## config.mk

```make
export PLATFORM = sky130hd
export DESIGN_NAME = bank_row_tracker_flat
export DESIGN_NICKNAME = d
export VERILOG_FILES = /design/src/rtl/bank_row_tracker_pkg.sv /design/src/rtl/bank_row_tracker_if.sv /design/src/rtl/bank_row_tracker_slot.sv /design/src/rtl/bank_row_tracker.sv /design/src/flat_wrapper.sv
export SDC_FILE = /design/constraint.sdc
export NUM_CORES = 1
export LEC_CHECK = 0
export ABC_AREA = 1
export BUFFER_PORTS_ARGS = -buffer_cell sky130_fd_sc_hd__buf_2
export CORE_ASPECT_RATIO = 1.25
export CORE_MARGIN = 1.5
export CORE_UTILIZATION = 44
export CTS_BUF_LIST = sky130_fd_sc_hd__clkbuf_4 sky130_fd_sc_hd__clkbuf_8 sky130_fd_sc_hd__clkbuf_16
export DETAILED_ROUTE_END_ITERATION = 10
export HOLD_SLACK_MARGIN = 0.03
export PLACE_DENSITY = 0.63
export SETUP_SLACK_MARGIN = 0.5
export SYNTH_ARGS = -nofsm -noshare
export SYNTH_HDL_FRONTEND = slang
export SYNTH_SLANG_ARGS = --single-unit
```

## constraint.sdc

```tcl
create_clock -name sys_clk -period 1.4 [get_ports sys_clk]
set_input_delay 0.07 -clock sys_clk [delete_from_list [all_inputs] [get_ports sys_clk]]
set_output_delay 0.07 -clock sys_clk [all_outputs]
set_load 0.03 [all_outputs]
```

## src/rtl/bank_row_tracker_pkg.sv

```systemverilog
// Shared constants and the access-class enum for the bank open-row tracker.
package bank_tracker_pkg;

    localparam int unsigned ROW_W_DEF  = 11;
    localparam int unsigned BANK_W_DEF = 2;
    localparam int unsigned IDLE_W_DEF = 8;

    typedef enum logic [1:0] {
        CLS_NONE,
        CLS_HIT,
        CLS_MISS,
        CLS_CONFLICT
    } access_cls_t;

endpackage

```

## src/rtl/bank_row_tracker_if.sv

```systemverilog
// Address-path bus between the memory controller and the open-row tracker.
interface bank_row_tracker_if
    import bank_tracker_pkg::*;
#(
    parameter int unsigned ROW_W  = ROW_W_DEF,
    parameter int unsigned BANK_W = BANK_W_DEF
);
    localparam int unsigned NBANKS = 1 << BANK_W;

    logic [ROW_W-1:0]  row;
    logic [BANK_W-1:0] bank;
    logic              lookup;
    logic              open;
    logic              close;
    logic              close_all;
    logic              hit;
    logic              miss;
    logic              conflict;
    logic [NBANKS-1:0] open_mask;
    logic              close_req;
    logic [BANK_W-1:0] close_req_bank;

    modport master (
        output row, bank, lookup, open, close, close_all,
        input  hit, miss, conflict, open_mask, close_req, close_req_bank
    );

    modport slave (
        input  row, bank, lookup, open, close, close_all,
        output hit, miss, conflict, open_mask, close_req, close_req_bank
    );

endinterface

```

## src/rtl/bank_row_tracker_slot.sv

```systemverilog
// One bank's open-row state: row register, valid bit and optional idle counter.
// Idle counter present only when BANK_IDLE_TIMEOUT_EN is defined.
module bank_row_slot
    import bank_tracker_pkg::*;
#(
    parameter int unsigned       ROW_W      = ROW_W_DEF,
    parameter int unsigned       IDLE_W     = IDLE_W_DEF,
    parameter logic [IDLE_W-1:0] IDLE_LIMIT = 8'd64
) (
    input  logic             clk,
    input  logic             rst_n,
    input  logic             do_open,
    input  logic             do_close,
    input  logic             do_close_all,
    input  logic             reload,
    input  logic [ROW_W-1:0] row_in,
    output logic             valid,
    output logic             match,
    output logic             expired
);

    logic [ROW_W-1:0] row_q;

    // Bank state update: close_all beats open, open beats close.
    always_ff @(posedge clk or negedge rst_n) begin
        if (!rst_n) begin
            valid <= 1'b0;
            row_q <= '0;
        end else if (do_close_all) begin
            valid <= 1'b0;
        end else if (do_open) begin
            valid <= 1'b1;
            row_q <= row_in;
        end else if (do_close) begin
            valid <= 1'b0;
        end
    end

    assign match = (row_q == row_in);

`ifdef BANK_IDLE_TIMEOUT_EN
    logic [IDLE_W-1:0] idle_cnt;

    // Idle countdown: reload on activate or page hit, saturate at zero.
    always_ff @(posedge clk or negedge rst_n) begin
        if (!rst_n) begin
            idle_cnt <= '0;
        end else if ((do_open && !do_close_all) || reload) begin
            idle_cnt <= IDLE_LIMIT;
        end else if (valid && idle_cnt != '0) begin
            idle_cnt <= idle_cnt - 1'b1;
        end
    end

    assign expired = valid && (idle_cnt == '0);
`else
    logic unused_reload;
    assign unused_reload = reload;
    assign expired       = 1'b0;
`endif

endmodule

```

## src/rtl/bank_row_tracker.sv

```systemverilog
// Multi-bank DRAM open-row tracker: per-bank slots, access classification,
// and (with BANK_IDLE_TIMEOUT_EN defined) lowest-index idle-close requests.
module bank_row_tracker
    import bank_tracker_pkg::*;
#(
    parameter int unsigned       ROW_W      = ROW_W_DEF,
    parameter int unsigned       BANK_W     = BANK_W_DEF,
    parameter int unsigned       IDLE_W     = IDLE_W_DEF,
    parameter logic [IDLE_W-1:0] IDLE_LIMIT = 8'd64
) (
    input  logic              sys_clk,
    input  logic              resl,
    bank_row_tracker_if.slave bus
);

    localparam int unsigned NBANKS = 1 << BANK_W;

    logic [NBANKS-1:0] sel;
    logic [NBANKS-1:0] valid_v;
    logic [NBANKS-1:0] match_v;
    logic [NBANKS-1:0] expired_v;
    logic [NBANKS-1:0] reload_v;
    access_cls_t       cls;

    // One-hot decode of the addressed bank.
    always_comb begin
        sel           = '0;
        sel[bus.bank] = 1'b1;
    end

    assign reload_v = {NBANKS{bus.lookup}} & sel & valid_v & match_v;

    for (genvar i = 0; i < NBANKS; i++) begin : g_slot
        bank_row_slot #(
            .ROW_W      (ROW_W),
            .IDLE_W     (IDLE_W),
            .IDLE_LIMIT (IDLE_LIMIT)
        ) u_slot (
            .clk          (sys_clk),
            .rst_n        (resl),
            .do_open      (bus.open && sel[i]),
            .do_close     (bus.close && sel[i]),
            .do_close_all (bus.close_all),
            .reload       (reload_v[i]),
            .row_in       (bus.row),
            .valid        (valid_v[i]),
            .match        (match_v[i]),
            .expired      (expired_v[i])
        );
    end

    // Classify the current access against pre-edge bank state.
    always_comb begin
        cls = CLS_NONE;
        if (bus.lookup) begin
            if (!valid_v[bus.bank]) begin
                cls = CLS_MISS;
            end else if (match_v[bus.bank]) begin
                cls = CLS_HIT;
            end else begin
                cls = CLS_CONFLICT;
            end
        end
    end

    assign bus.hit       = (cls == CLS_HIT);
    assign bus.miss      = (cls == CLS_MISS);
    assign bus.conflict  = (cls == CLS_CONFLICT);
    assign bus.open_mask = valid_v;

`ifdef BANK_IDLE_TIMEOUT_EN
    logic              any_expired;
    logic [BANK_W-1:0] low_idx;
    logic              close_req_q;
    logic [BANK_W-1:0] close_req_bank_q;

    // Priority encoder: scan downwards so the lowest expired index wins.
    always_comb begin
        any_expired = |expired_v;
        low_idx     = '0;
        for (int unsigned i = NBANKS; i > 0; i--) begin
            if (expired_v[i-1]) begin
                low_idx = BANK_W'(i - 1);
            end
        end
    end

    // Registered close request; stays up while the bank remains expired.
    always_ff @(posedge sys_clk or negedge resl) begin
        if (!resl) begin
            close_req_q      <= 1'b0;
            close_req_bank_q <= '0;
        end else begin
            close_req_q      <= any_expired;
            close_req_bank_q <= low_idx;
        end
    end

    assign bus.close_req      = close_req_q;
    assign bus.close_req_bank = close_req_bank_q;
`else
    logic unused_expired;
    assign unused_expired     = |expired_v;
    assign bus.close_req      = 1'b0;
    assign bus.close_req_bank = '0;
`endif

endmodule

```

## src/flat_wrapper.sv

```systemverilog
// flat-port wrapper written by rule: the top's interface ports become plain ports
module bank_row_tracker_flat import bank_tracker_pkg::*;
#(
    parameter int unsigned       ROW_W      = ROW_W_DEF,
    parameter int unsigned       BANK_W     = BANK_W_DEF,
    parameter int unsigned       IDLE_W     = IDLE_W_DEF,
    parameter logic [IDLE_W-1:0] IDLE_LIMIT = 8'd64
)
  (sys_clk, resl, bus_row, bus_bank, bus_lookup, bus_open, bus_close, bus_close_all, bus_hit, bus_miss, bus_conflict, bus_open_mask, bus_close_req, bus_close_req_bank);
  bank_row_tracker_if #(.ROW_W(ROW_W), .BANK_W(BANK_W)) bus_i ();
  input  logic sys_clk;
  input  logic resl;
  input wire logic [$bits(bus_i.row)-1:0] bus_row;
  input wire logic [$bits(bus_i.bank)-1:0] bus_bank;
  input wire logic [$bits(bus_i.lookup)-1:0] bus_lookup;
  input wire logic [$bits(bus_i.open)-1:0] bus_open;
  input wire logic [$bits(bus_i.close)-1:0] bus_close;
  input wire logic [$bits(bus_i.close_all)-1:0] bus_close_all;
  output wire logic [$bits(bus_i.hit)-1:0] bus_hit;
  output wire logic [$bits(bus_i.miss)-1:0] bus_miss;
  output wire logic [$bits(bus_i.conflict)-1:0] bus_conflict;
  output wire logic [$bits(bus_i.open_mask)-1:0] bus_open_mask;
  output wire logic [$bits(bus_i.close_req)-1:0] bus_close_req;
  output wire logic [$bits(bus_i.close_req_bank)-1:0] bus_close_req_bank;
  assign bus_i.row = bus_row;
  assign bus_i.bank = bus_bank;
  assign bus_i.lookup = bus_lookup;
  assign bus_i.open = bus_open;
  assign bus_i.close = bus_close;
  assign bus_i.close_all = bus_close_all;
  assign bus_hit = bus_i.hit;
  assign bus_miss = bus_i.miss;
  assign bus_conflict = bus_i.conflict;
  assign bus_open_mask = bus_i.open_mask;
  assign bus_close_req = bus_i.close_req;
  assign bus_close_req_bank = bus_i.close_req_bank;
  bank_row_tracker #(.ROW_W(ROW_W), .BANK_W(BANK_W), .IDLE_W(IDLE_W), .IDLE_LIMIT(IDLE_LIMIT)) u_core (.sys_clk(sys_clk), .resl(resl), .bus(bus_i));
endmodule
```

==> run summary, run 1 <==
The flow ran to the end, but the final reports show violations. The checks that failed: negative setup slack. For the arrival time reported for the critical path endpoint, the log shows 1.69 ns. The finished layout holds 425 standard cells, fillers aside.

The worst path in the final design needs a cycle of 1.76 ns, including I/O delays and setup. The final worst clock skew is 0 ns. The worst setup path is captured at an output port. Setup repair after global routing could not meet its margin everywhere. The net count of the finished layout is 377. The logs give 0 for the final number of max-transition violations and 46.0% for the portion of the post-synthesis area used by sequential elements.

The logs give 2 for the deepest clock path buffer count and 413 for the number of placed cells counting well taps. After clock tree synthesis, the clock-pin slew on the worst setup and hold paths is 0.09 ns. Antenna violation net count after detailed routing: 0.

Counting instances, the worst hold path has a depth of 3. The critical path is of the reg2out type. For the final routed wirelength across all metal layers, the log shows 5380 um. The setup TNS was -0.686 ns; the global-route wire length before repair was 9040 um. The die outline height came out at 89.1 um.

The post-DP HPWL was 3790 um. Per report_power, the sequential group accounts for 44.7% of the total. The logs give 2610 sq um for the cell area after technology mapping and 5780 sq um for the area of the core. The number of antenna diodes in the final layout is 0. Per report_power, the combinational group accounts for 21.7% of the total.

Across every metal layer, demand over resource in global routing totals 18.8%. The tools report the floorplan die area as 6410 sq um. The total power density per cell area is 1300 nW/um^2. The part of the cycle the worst path needs works out to 126%.

The data required time at the worst endpoint was 1.33 ns; the post-detailed-route via-to-cell ratio was 4.79. The min-delay analysis places its worst path in the category in2reg. Entering global routing, the biggest net connects 49 pins.

The area added between synthesis and finish works out to 18.8%. The part of the power in the clock network is 33.6%. The top cell types in the final layout, fill and taps aside, are sky130_fd_sc_hd__nand2_1, sky130_fd_sc_hd__dfrtp_1, sky130_fd_sc_hd__o21ai_0.

The tools report the number of buffers created by CTS as 5. Cells with a size suffix above 1 make up 20.9% of the layout. Setup violations remaining at the end of the flow were counted as 3. For the final cell utilization of the core, the log shows 53.7%.

After detailed routing, the number of remaining DRC violations is 0. Summed over all nets, the switching power comes to 0.00112 W. The hold violation count in the final report was 0.

Synthesis inferred 48 register bits. The first routing iteration left 96 violations. The run gives 552 as the filler cell count.

The logs give 0.30 ns for the clock insertion delay at the later pin of the skew report and 0 for the number of antenna violations at the first check in global routing. The routed wirelength normalized by instance count was 12.7 um. The cell chosen for the clock root is sky130_fd_sc_hd__clkbuf_8.

The floorplan step set the die width to 71.9 um. Across the run, the number of max-cap violations was 0. Row generation in the floorplan step produced 31 rows. The clock drives 48 sinks. The analysis attributes to cell leakage a power of 1.52 nW. The slack of the critical path came out at -0.362 ns.

The library cell used most frequently in the layout, excluding fill and tap cells, is sky130_fd_sc_hd__nand2_1. Peak clock frequency supported by timing: 0.567 GHz. STA classifies the critical path startpoint as a flip-flop. TritonCTS built the clock tree. Summing over every cut layer, the via total after detailed routing is 2,034.

The initial utilization of the core area, before any placement, comes to 45.2%. The synthesized area per cell was 7.91 sq um; the internal power contribution was 0.00293 W. Counting every instance in the synthesized netlist gives 330. Measured in cells, the most critical reg-to-reg path has a length of 3. For the maximum level of the CTS H-tree, the log shows 2.

The first detailed-routing pass ran for 4 iterations. The congestion estimate from routability-driven global placement came to 0.845. For the remaining global-route overflow, the log shows 0. The tools report the via count of the first global-routing pass as 1,919. The run gives 29 as the I/O pin count. The worst vdd rail ir drop came out at 0.612 mV.

Port buffering added 25 buffers. Along the worst path, the maximum fanout reaches 3. After synthesis, the netlist uses 22 different library cells.

For this run, the number of Yosys warnings is 0. Switching power as a share of total power: 27.7%.
==> worst max-delay path, cell delays in order (launching register included) <==
cell and delay (ns):
sky130_fd_sc_hd__dfrtp_1 0.41, sky130_fd_sc_hd__inv_1 0.06, sky130_fd_sc_hd__nand2_1 0.05, sky130_fd_sc_hd__nand2_1 0.08, sky130_fd_sc_hd__nand2_1 0.08, sky130_fd_sc_hd__nor2_1 0.09
sky130_fd_sc_hd__nand3_1 0.11, sky130_fd_sc_hd__nand2_2 0.10, sky130_fd_sc_hd__nand3_4 0.09, sky130_fd_sc_hd__nor3_4 0.18, sky130_fd_sc_hd__buf_6 0.15
==> kinds of logic (layout without fill, tap and decap cells) <==
family | after synthesis | in the layout | share of synthesized area, %
compound gates | 49 | 49 | 10.1
xor+xnor | 31 | 31 | 10.4
buf+inv | 56 | 83 | 11.5
flops | 48 | 48 | 46.0
other cells | 1 | 3 | 0.144
simple gates | 145 | 145 | 21.9
==> final timing paths <==
path,startpoint,end,slack [ns]
setup reg to reg,u_core.g_slot[2].u_slot.valid,u_core.g_slot[2].u_slot.valid,0.58
max in group asynchronous,resl,u_core.g_slot[1].u_slot.row_q[8],0.90
hold / removal,bus_row[0],u_core.g_slot[1].u_slot.row_q[0],0.11
min in group asynchronous,resl,u_core.g_slot[1].u_slot.row_q[6],0.27
setup / recovery,u_core.g_slot[1].u_slot.row_q[1],bus_hit,-0.36
hold reg to reg,u_core.g_slot[1].u_slot.row_q[9],u_core.g_slot[1].u_slot.row_q[9],0.51
==> final cells by class <==
class                      instances  area, sq um  share of cell area [%]
timing repair buffer              41          310                    10.0
multi-input combinational        228         1220                    39.4
clock inverter                     3         90.1                    2.90
inverter                          34          128                    4.11
tap                               66         82.6                    2.66
clock buffer                       5         68.8                    2.22
sequential                        48         1200                    38.7
==> routing by layer <==
| layer | global-route usage (%) | routed length [um] | vias to the layer above |
|---|---|---|---|
| li1 | - | - | 1059 |
| met1 | 23.4 | 2450 | 927 |
| met2 | 31.2 | 2590 | 40 |
| met3 | 3.61 | 224 | 8 |
| met4 | 9.26 | 116 | 0 |
| met5 | 0 | 0 | - |
==> flip-flops by register name (all words and copies together) (netlist names) <==
signal,flops
u_core.g_slot.u_slot.row_q,44
u_core.g_slot.u_slot.valid,4
==> stage by stage <==
step,instance area (sq um),total power (W),worst slack (ns),hold slack [ns]
6_report,3100,0.00405,-0.362,0.105
3_3_place_gp,2780,0.00262,-0.0783,0.0768
4_1_cts,3070,0.00406,-0.341,0.0966
5_1_grt,3100,0.00428,-0.501,0.129
2_1_floorplan,2640,0.00243,0.144,-0.226
3_5_place_dp,2780,0.00264,-0.0790,0.0758
==> Yosys cell counts <==
| master | count | area share [%] |
|---|---|---|
| sky130_fd_sc_hd__o2111ai_1 | 1 | 0.34 |
| sky130_fd_sc_hd__buf_6 | 7 | 3.0 |
| sky130_fd_sc_hd__nor3_2 | 1 | 0.38 |
| sky130_fd_sc_hd__inv_1 | 30 | 4.3 |
| sky130_fd_sc_hd__buf_2 | 6 | 1.2 |
| sky130_fd_sc_hd__xnor2_1 | 27 | 9.1 |
| sky130_fd_sc_hd__o21ai_0 | 39 | 7.5 |
| sky130_fd_sc_hd__inv_2 | 4 | 0.58 |
| sky130_fd_sc_hd__nor2_2 | 2 | 0.48 |
| sky130_fd_sc_hd__buf_4 | 7 | 2.0 |
| sky130_fd_sc_hd__o21ai_1 | 4 | 0.77 |
| sky130_fd_sc_hd__o21ai_2 | 1 | 0.34 |
| sky130_fd_sc_hd__clkbuf_2 | 2 | 0.38 |
| sky130_fd_sc_hd__nor2_1 | 18 | 2.6 |
| sky130_fd_sc_hd__nand2_1 | 115 | 17 |
| sky130_fd_sc_hd__dfrtp_1 | 48 | 46 |
| sky130_fd_sc_hd__nor3_1 | 3 | 0.58 |
| sky130_fd_sc_hd__nand3_1 | 5 | 0.96 |
| sky130_fd_sc_hd__xor2_1 | 4 | 1.3 |
| sky130_fd_sc_hd__nand3_2 | 1 | 0.38 |
| sky130_fd_sc_hd__o31ai_1 | 4 | 1.2 |
| sky130_fd_sc_hd__conb_1 | 1 | 0.14 |
==> power by group through the flow <==
stage	combinational, W	clock, W	sequential, W
floorplan	0.000634	0	0.00179
global placement	0.000803	0	0.00181
detailed placement	0.000817	0	0.00183
CTS	0.000873	0.00138	0.00181
global route	0.00101	0.00143	0.00184
finish	0.000878	0.00136	0.00181
==> what timing repair did <==
item / CTS / global route
gates resized for setup: 26 / 9
pin swaps: 8 / 6
hold buffers: 2 / 0
hold endpoints to repair: 52 / 0
setup endpoints to repair: 7 / 8
buffers inserted: 2 / 0
Note: power is estimated with default switching activity, not from simulation.
==> run 2, diff against run 1 <==
PLACE_DENSITY = 0.65   (was 0.63)
clock period = 1.46 ns   (was 1.4 ns; I/O delays follow)
==> run summary, run 2 (synthesized netlist as in run 1, its figures left out) <==
The count of final setup violators was 2 (-1); the critical path depth was 10 (unchanged). The highest fanout seen on the critical path works out to 3 (unchanged). The hold violation count in the final report came out at 0 (unchanged).

The count of nets after finishing is 381 (+1.1%), and the final number of max-transition violations is 0 (unchanged). In this run the critical register-to-register path is captured at u_core.g_slot[0].u_slot.valid. The post-DP HPWL is 3630 um (-4.3%), and the slack of the critical path is -0.318 ns (+0.0442 ns).

Dividing the final minimum period by the clock period gives 122%. The worst hold path terminates at u_core.g_slot[1].u_slot.row_q[10]. The tools report the number of buffers created by CTS as 5 (unchanged). The critical path goes through inv_1 > nand2_1 > nand2_1 > nand2_1 > nor2_1 > nand3_1 > nand2_2 > nand3_4 > nor3_4 > buf_6. Leaving out fill and tap cells, the most frequent cells in the layout are sky130_fd_sc_hd__nand2_1, sky130_fd_sc_hd__dfrtp_1, sky130_fd_sc_hd__o21ai_0. In this run the critical register-to-register path is launched from u_core.g_slot[0].u_slot.valid. The total vias in the final route is 2,075 (+2.0%), and the I/O pin count is 29 (unchanged). The pin count of the biggest net entering global routing is 49 (unchanged), and the leakage power summed over all cells is 1.53 nW (+0.17%).

Timing would allow up to 0.562 GHz. Total area of sequential cells: 1200 sq um (unchanged). The fraction of final layout cells with drive strength greater than 1 works out to 23.1% (+2.2 points). For the final routed wirelength across all metal layers, the log shows 5400 um (+0.24%).

The run gives 1.71 ns (+0.02 ns) as the arrival time reported for the critical path endpoint. The maximum level of the CTS H-tree is 2 (unchanged), and the global-route wire length before repair is 9180 um (+1.6%). The deepest clock path buffer count came out at 2 (unchanged).

The run gives 0.51 ns (-0.07 ns) as the setup slack on the worst flop-to-flop path. Longest individual stage delay on the worst path: 0.40 ns (about the same). Counting flops per register, the top entry is u_core.g_slot.u_slot.row_q. The tools report the worst vdd rail ir drop as 0.662 mV (+8.2%).

Final worst clock skew: 0 ns (unchanged). The most common cell after layout, fill and taps aside was sky130_fd_sc_hd__nand2_1. The flow ran to the end, but the final reports show violations. For the number of design-rule violations left by the first detailed-router iteration, the log shows 144 (+50%).

Class of the tightest hold or removal check: in2reg. For the area of the multi-input gates, the log shows 1230 sq um (+1.0%). STA classifies the critical path endpoint as an output port.

The number of port buffers was 25 (unchanged). Startpoint-to-endpoint class of the critical path: reg2out. The area added between synthesis and finish is 19.1%, and the number of flip-flops under the largest register name is 44 (unchanged).

The smallest clock period supported by the final layout is computed as 1.78 ns. Final cell utilization of the core: 53.8% (+0.11 points). The tools report the combined global-route utilization of all metal layers as 18.4% (-0.31 points). The run gives 3110 sq um (+0.20%) as the final non-filler cell area. The number of max-cap violations came out at 0 (unchanged). The floorplan die area is 6410 sq um (unchanged), and the post-detailed-route via-to-cell ratio is 4.84 (+1.1%). Data required time at the worst endpoint: 1.39 ns (+0.06 ns). The CTS clock-pin slew for the worst setup and hold paths came out at 0.08 ns (about the same). The cell depth of the worst flop-to-flop path came out at 5 (+2).

Filler cell count: 532 (-3.6%). The worst hold path begins at bus_row[10]. The run gives 0.882 (+4.4%) as the final estimated routing congestion in global placement. The width of the chip came out at 71.9 um (unchanged). The remaining global-route overflow was 0 (unchanged). The clock insertion delay at the later pin of the skew report is 0.30 ns (about the same). For the final antenna diode count, the log shows 0 (unchanged).

In this design, the critical path's most frequently occurring cell is sky130_fd_sc_hd__nand2_1. The routed wirelength normalized by instance count was 12.6 um (-0.69%). The antenna violation net count after detailed routing was 0 (unchanged). The run gives 2760 sq um (-0.54%) as the placed instance area. The site row count was 31 (unchanged). The tools report the area of the core as 5780 sq um (unchanged). The final reports fail on negative setup slack.

The cell family contributing the most delay on the critical path is simple AND/OR/NAND/NOR gates. The tools report the kind of start point of the critical path as a flip-flop. TritonCTS built the clock tree. For the first-pass iteration count of the detailed router, the log shows 4 (unchanged). The hold path depth is 3 (unchanged).

Setup repair after global routing could not meet its margin everywhere. The logs give 1,963 (+2.3%) for the via count of the first global-routing pass and 0 (unchanged) for the number of antenna violations at the first check in global routing. The total power density per cell area works out to 1110 nW/um^2 (-15%). The sink count of the clock tree was 48 (unchanged). Slowest cell on the critical path: sky130_fd_sc_hd__dfrtp_1. Pre-CTS setup slack: -0.0292 ns (+0.0498 ns).

The count of buffer and inverter cells on the critical path is 2 (unchanged). Die outline height: 89.1 um (unchanged). The largest registers in the layout are u_core.g_slot.u_slot.row_q (44), u_core.g_slot.u_slot.valid (4). The initial core utilization is 45.2% (unchanged). Cell chosen for the clock root: sky130_fd_sc_hd__clkbuf_8. The final routed DRC violation total was 0 (unchanged).
[run 2: per-stage QoR]
stage	power (W)	cells	hold WS [ns]	TNS [ns]
6_report	0.00344	429	0.120	-0.597
5_1_grt	0.00370	429	0.123	-0.843
4_1_cts	0.00343	424	0.0980	-0.562
3_5_place_dp	0.00253	411	0.0786	-0.0309
3_3_place_gp	0.00250	411	0.0802	-0.0157
2_1_floorplan	0.00233	332	-0.223	0
[run 2: worst register-to-register path, cell delays in order (launching register included)]
cell	delay [ns]
sky130_fd_sc_hd__dfrtp_1	0.39
sky130_fd_sc_hd__buf_6	0.11
sky130_fd_sc_hd__buf_6	0.09
sky130_fd_sc_hd__buf_6	0.09
sky130_fd_sc_hd__inv_4	0.03
sky130_fd_sc_hd__o31ai_2	0.17
[run 2: worst max path at each step]
stage / slack [ns] / endpoint / startpoint
after floorplan: 0.20 / bus_hit / u_core.g_slot[3].u_slot.row_q[0]
after detailed placement: -0.03 / bus_conflict / u_core.g_slot[3].u_slot.row_q[7]
after CTS: -0.29 / bus_conflict / u_core.g_slot[1].u_slot.row_q[1]
after global placement: -0.02 / bus_conflict / u_core.g_slot[2].u_slot.row_q[9]
final: -0.32 / bus_hit / u_core.g_slot[1].u_slot.row_q[1]
after global routing: -0.45 / bus_hit / u_core.g_slot[1].u_slot.row_q[1]
[run 2: final cells by class]
class,count,share of cell area (%)
Multi-Input combinational cell,228,39.7
Timing Repair Buffer,45,11.7
Tap cell,66,2.66
Sequential cell,48,38.6
Clock buffer,8,3.14
Inverter,34,4.19
[run 2: what timing repair did]
item | in CTS | in global routing
resized for setup | 25 | 23
pin swaps | 7 | 9
setup buffers | 3 | 5
hold endpoints to repair | 52 | 0
hold buffers | 2 | 0
setup endpoints to repair | 6 | 7
[run 2: routing by layer]
layer	routed length (um)	vias to the layer above	track usage, %
met5	0	-	0
met4	82	0	8.06
met3	209	6	2.71
met2	2640	40	30.0
met1	2470	962	24.7
li1	-	1067	-
[run 2: power breakdown]
| part | leakage (nW) | total, W | switching (W) | internal (W) |
|---|---|---|---|---|
| Clock | 0.0523 | 0.000852 | 0.000428 | 0.000424 |
| Sequential | 0.608 | 0.00173 | 0.000169 | 0.00156 |
| Combinational | 0.866 | 0.000856 | 0.000458 | 0.000397 |
| Total | 1.53 | 0.00344 | 0.00106 | 0.00238 |
==> run 3, diff against run 2 <==
SYNTH_HIERARCHICAL = 1   (was not set)
==> run summary, run 3 <==
The remaining global-route overflow was 0 (unchanged). Relative contribution of sequential cells to total power: 48.9% (-1.5 points). Most common cell after layout, fill and taps aside: sky130_fd_sc_hd__nand2_1. The maximum level of the CTS H-tree came out at 2 (unchanged). The number of port buffers is 25 (unchanged), and the number of design-rule violations left by the first detailed-router iteration is 100 (-31%). The pin count of the biggest net entering global routing is 35 (-29%), and the longest individual stage delay on the worst path is 0.41 ns (about the same). The floorplan die area was 7040 sq um (+9.9%). Site row count: 32 (+3.2%). Antenna violation net count after detailed routing: 0 (unchanged). Cell chosen for the clock root: sky130_fd_sc_hd__clkbuf_8. The run gives 5980 um (+11%) as the final routed wirelength across all metal layers. For the part of the power in the clock network, the log shows 23.6% (-1.2 points).

Final period demand of the worst path: 1.79 ns (+0.0157 ns). The startpoint-to-endpoint class of the critical path was reg2out. The combinational power share is 27.4% (+2.5 points), and the final routed DRC violation total is 0 (unchanged).

The run gives 2 (unchanged) as the deepest clock path buffer count. The largest registers in the layout are u_core/g_slot.u_slot/row_q (44), u_core/g_slot.u_slot/valid (4). The tools report the via count of the first global-routing pass as 2,100 (+7.0%). The logs give 0 (unchanged) for the number of max-cap violations and 0.453 mV (-31%) for the worst vdd rail ir drop. Number of standard cells in the final layout excluding fillers: 479 (+12%).

The run gives 454 (+10%) as the number of placed cells counting well taps. The family with the most delay on the worst path is simple AND/OR/NAND/NOR gates. The type of element capturing the critical path was an output port.

Setup repair after global routing could not meet its margin everywhere. The tools report the clock insertion delay at the later pin of the skew report as 0.31 ns (about the same). The global-route wire length before repair was 9600 um (+4.5%). TritonCTS built the clock tree. Synthesized area per cell: 8.27 sq um (+4.6%). The CTS clock-pin slew for the worst setup and hold paths was 0.09 ns (about the same). The fraction of final layout cells with drive strength greater than 1 came out at 28.2% (+5.0 points). The power dissipated by switching net loads was 0.00113 W (+6.7%). The part of the cycle the worst path needs is 123% (+1.1 points), and the count of final setup violators is 2 (unchanged). Counting stages on the worst path, the most repeated cell is sky130_fd_sc_hd__nand2_1. The run gives 6 (+6) as the synthesis warning total. Leaving out fill and tap cells, the most frequent cells in the layout are sky130_fd_sc_hd__nand2_1, sky130_fd_sc_hd__inv_1, sky130_fd_sc_hd__dfrtp_1.

The path class of the tightest hold or removal check is in2reg. The internal power contribution was 0.00250 W (+5.0%); the post-detailed-route via-to-cell ratio was 4.56 (-5.8%). Walking the worst path, the cells encountered are inv_1 > nand2_1 > nand2_1 > nand2_2 > nor2_4 > nand2_1 > nor2_1 > nand2_1 > nand2_1 > nand2_1 > nand2_2 > inv_2 > nor2_4 > buf_6.

The final worst clock skew was 0 ns (unchanged); the I/O pin count was 29 (unchanged). The kind of start point of the critical path is a flip-flop. The first-pass iteration count of the detailed router was 4 (unchanged); the count of nets after finishing was 412 (+8.1%). The logs give 1.39 ns (about the same) for the data required time at the worst endpoint and 348 (+5.5%) for the number of instances in the synthesized netlist. The run gives 2,182 (+5.2%) as the total vias in the final route. Register ranked first by flip-flop count: u_core/g_slot.u_slot/row_q. Compared with the post-synthesis result, the final layout area differs by 19.6%. The run finished, with violations left. The tools report the sink count of the clock tree as 48 (unchanged).

In this run the most critical hold path is launched from bus_row[0]. The number of flip-flops under the largest register name came out at 44 (unchanged). The startpoint of the most critical register-to-register path is u_core/g_slot[3].u_slot/valid. The tools report the number of buffers created by CTS as 5 (unchanged).

The combined global-route utilization of all metal layers is 17.9% (-0.51 points), and the highest fanout seen on the critical path is 3 (unchanged). The width of the chip was 75.4 um (+4.8%). The area of the core was 6250 sq um (+8.1%). The tools report the peak clock frequency supported by timing as 0.557 GHz (-0.88%).

The slowest cell on the critical path was sky130_fd_sc_hd__dfrtp_1. The routed wirelength normalized by instance count works out to 12.5 um (-0.73%). The tools report the final antenna diode count as 0 (unchanged). The start point of the critical path was u_core/g_slot[0].u_slot/row_q[5].

The tools report the final estimated routing congestion in global placement as 0.838 (-5.0%). The die outline height was 93.4 um (+4.9%); the switching power as a share of total power was 31.0% (+0.33 points). The run gives 2880 sq um (+10%) as the cell area after technology mapping. The initial core utilization was 46.1% (+0.93 points); the leakage power summed over all cells was 1.91 nW (+25%). The arrival time reported for the critical path endpoint was 1.72 ns (about the same); the count of buffer and inverter cells on the critical path was 3 (+1). The total power density per cell area was 1050 nW/um^2 (-4.8%). The final reports fail on negative setup slack. The hold violation count in the final report is 0 (unchanged), and the hold slack is 0.0909 ns (-0.0291 ns). The tools report the pre-CTS setup slack as -0.0681 ns (-0.0388 ns). The run gives 0 (unchanged) as the final number of max-transition violations.

For the slack of the critical path, the log shows -0.334 ns (-0.0157 ns). The filler cell count was 566 (+6.4%); the post-DP HPWL was 3930 um (+8.1%). For the number of antenna violations at the first check in global routing, the log shows 0 (unchanged).
==> run 3: cell types whose count changed in the layout (fill, tap and decap cells not counted), sizes merged, moves of 16 or more <==
| cell | change |
|---|---|
| inv | +19 |
| nor2 | +18 |
| xor2 | +16 |
| nand2 | +18 |
| o21ai | -24 |
| mux2 | +24 |
| xnor2 | -23 |
==> run 3: stage by stage <==
stage / TNS [ns] / cell area [sq um] / utilization (%) / power [W]
after floorplan: 0 / 2920 / - / 0.00249
after detailed placement: -0.0681 / 3080 / 49.4 / 0.00273
final: -0.593 / 3440 / 55.1 / 0.00363
after global routing: -0.949 / 3440 / 55.1 / 0.00386
after CTS: -0.598 / 3310 / 53.0 / 0.00364
after global placement: -0.0549 / 3080 / 49.4 / 0.00269
==> run 3: worst paths after layout <==
path	slack [ns]	cells after the start	end
min in group asynchronous	0.21	2	u_core/g_slot[0].u_slot/row_q[4]
setup / recovery	-0.33	14	bus_hit
setup reg to reg	0.61	4	u_core/g_slot[3].u_slot/valid
hold / removal	0.09	3	u_core/g_slot[3].u_slot/row_q[0]
max in group asynchronous	0.73	3	u_core/g_slot[1].u_slot/valid
hold reg to reg	0.51	2	u_core/g_slot[1].u_slot/row_q[5]
==> run 3: repair_timing <==
action,4_1_cts,5_1_grt
pin swaps,4,10
endpoints found under the hold margin,47,0
cloned,0,1
gates resized for setup,19,10
endpoints found under the setup margin,12,33
hold buffers,1,0
buffers inserted,6,9
==> run 3: worst reg2reg max path, cell delays in order (launching register included) <==
cell	delay, ns
sky130_fd_sc_hd__dfrtp_2	0.43
sky130_fd_sc_hd__buf_6	0.12
sky130_fd_sc_hd__buf_6	0.10
sky130_fd_sc_hd__nand2_1	0.05
sky130_fd_sc_hd__nand2_1	0.04
==> run 3: power groups by stage <==
stage	sequential, W	clock (W)	combinational [W]
finish	0.00178	0.000858	0.000995
global route	0.00180	0.000938	0.00112
CTS	0.00178	0.000892	0.000968
detailed placement	0.00180	0	0.000926
global placement	0.00178	0	0.000904
floorplan	0.00177	0	0.000723
==> run 3: final cells by class <==
cell class | instances | area [sq um] | area share [%]
Multi-Input combinational cell | 242 | 1440 | 41.9
Inverter | 53 | 204 | 5.92
Sequential cell | 48 | 1210 | 35.0
Tap cell | 85 | 106 | 3.09
Clock inverter | 1 | 7.51 | 0.218
Clock buffer | 7 | 90.1 | 2.62
Timing Repair Buffer | 43 | 387 | 11.2
==> run 3: per-layer routing <==
metal,track usage [%],wire (um),vias up
met2,31.3,3060,28
li1,-,-,1122
met1,22.3,2720,1026
met5,0,0,-
met4,5.06,72,0
met3,3.02,137,6
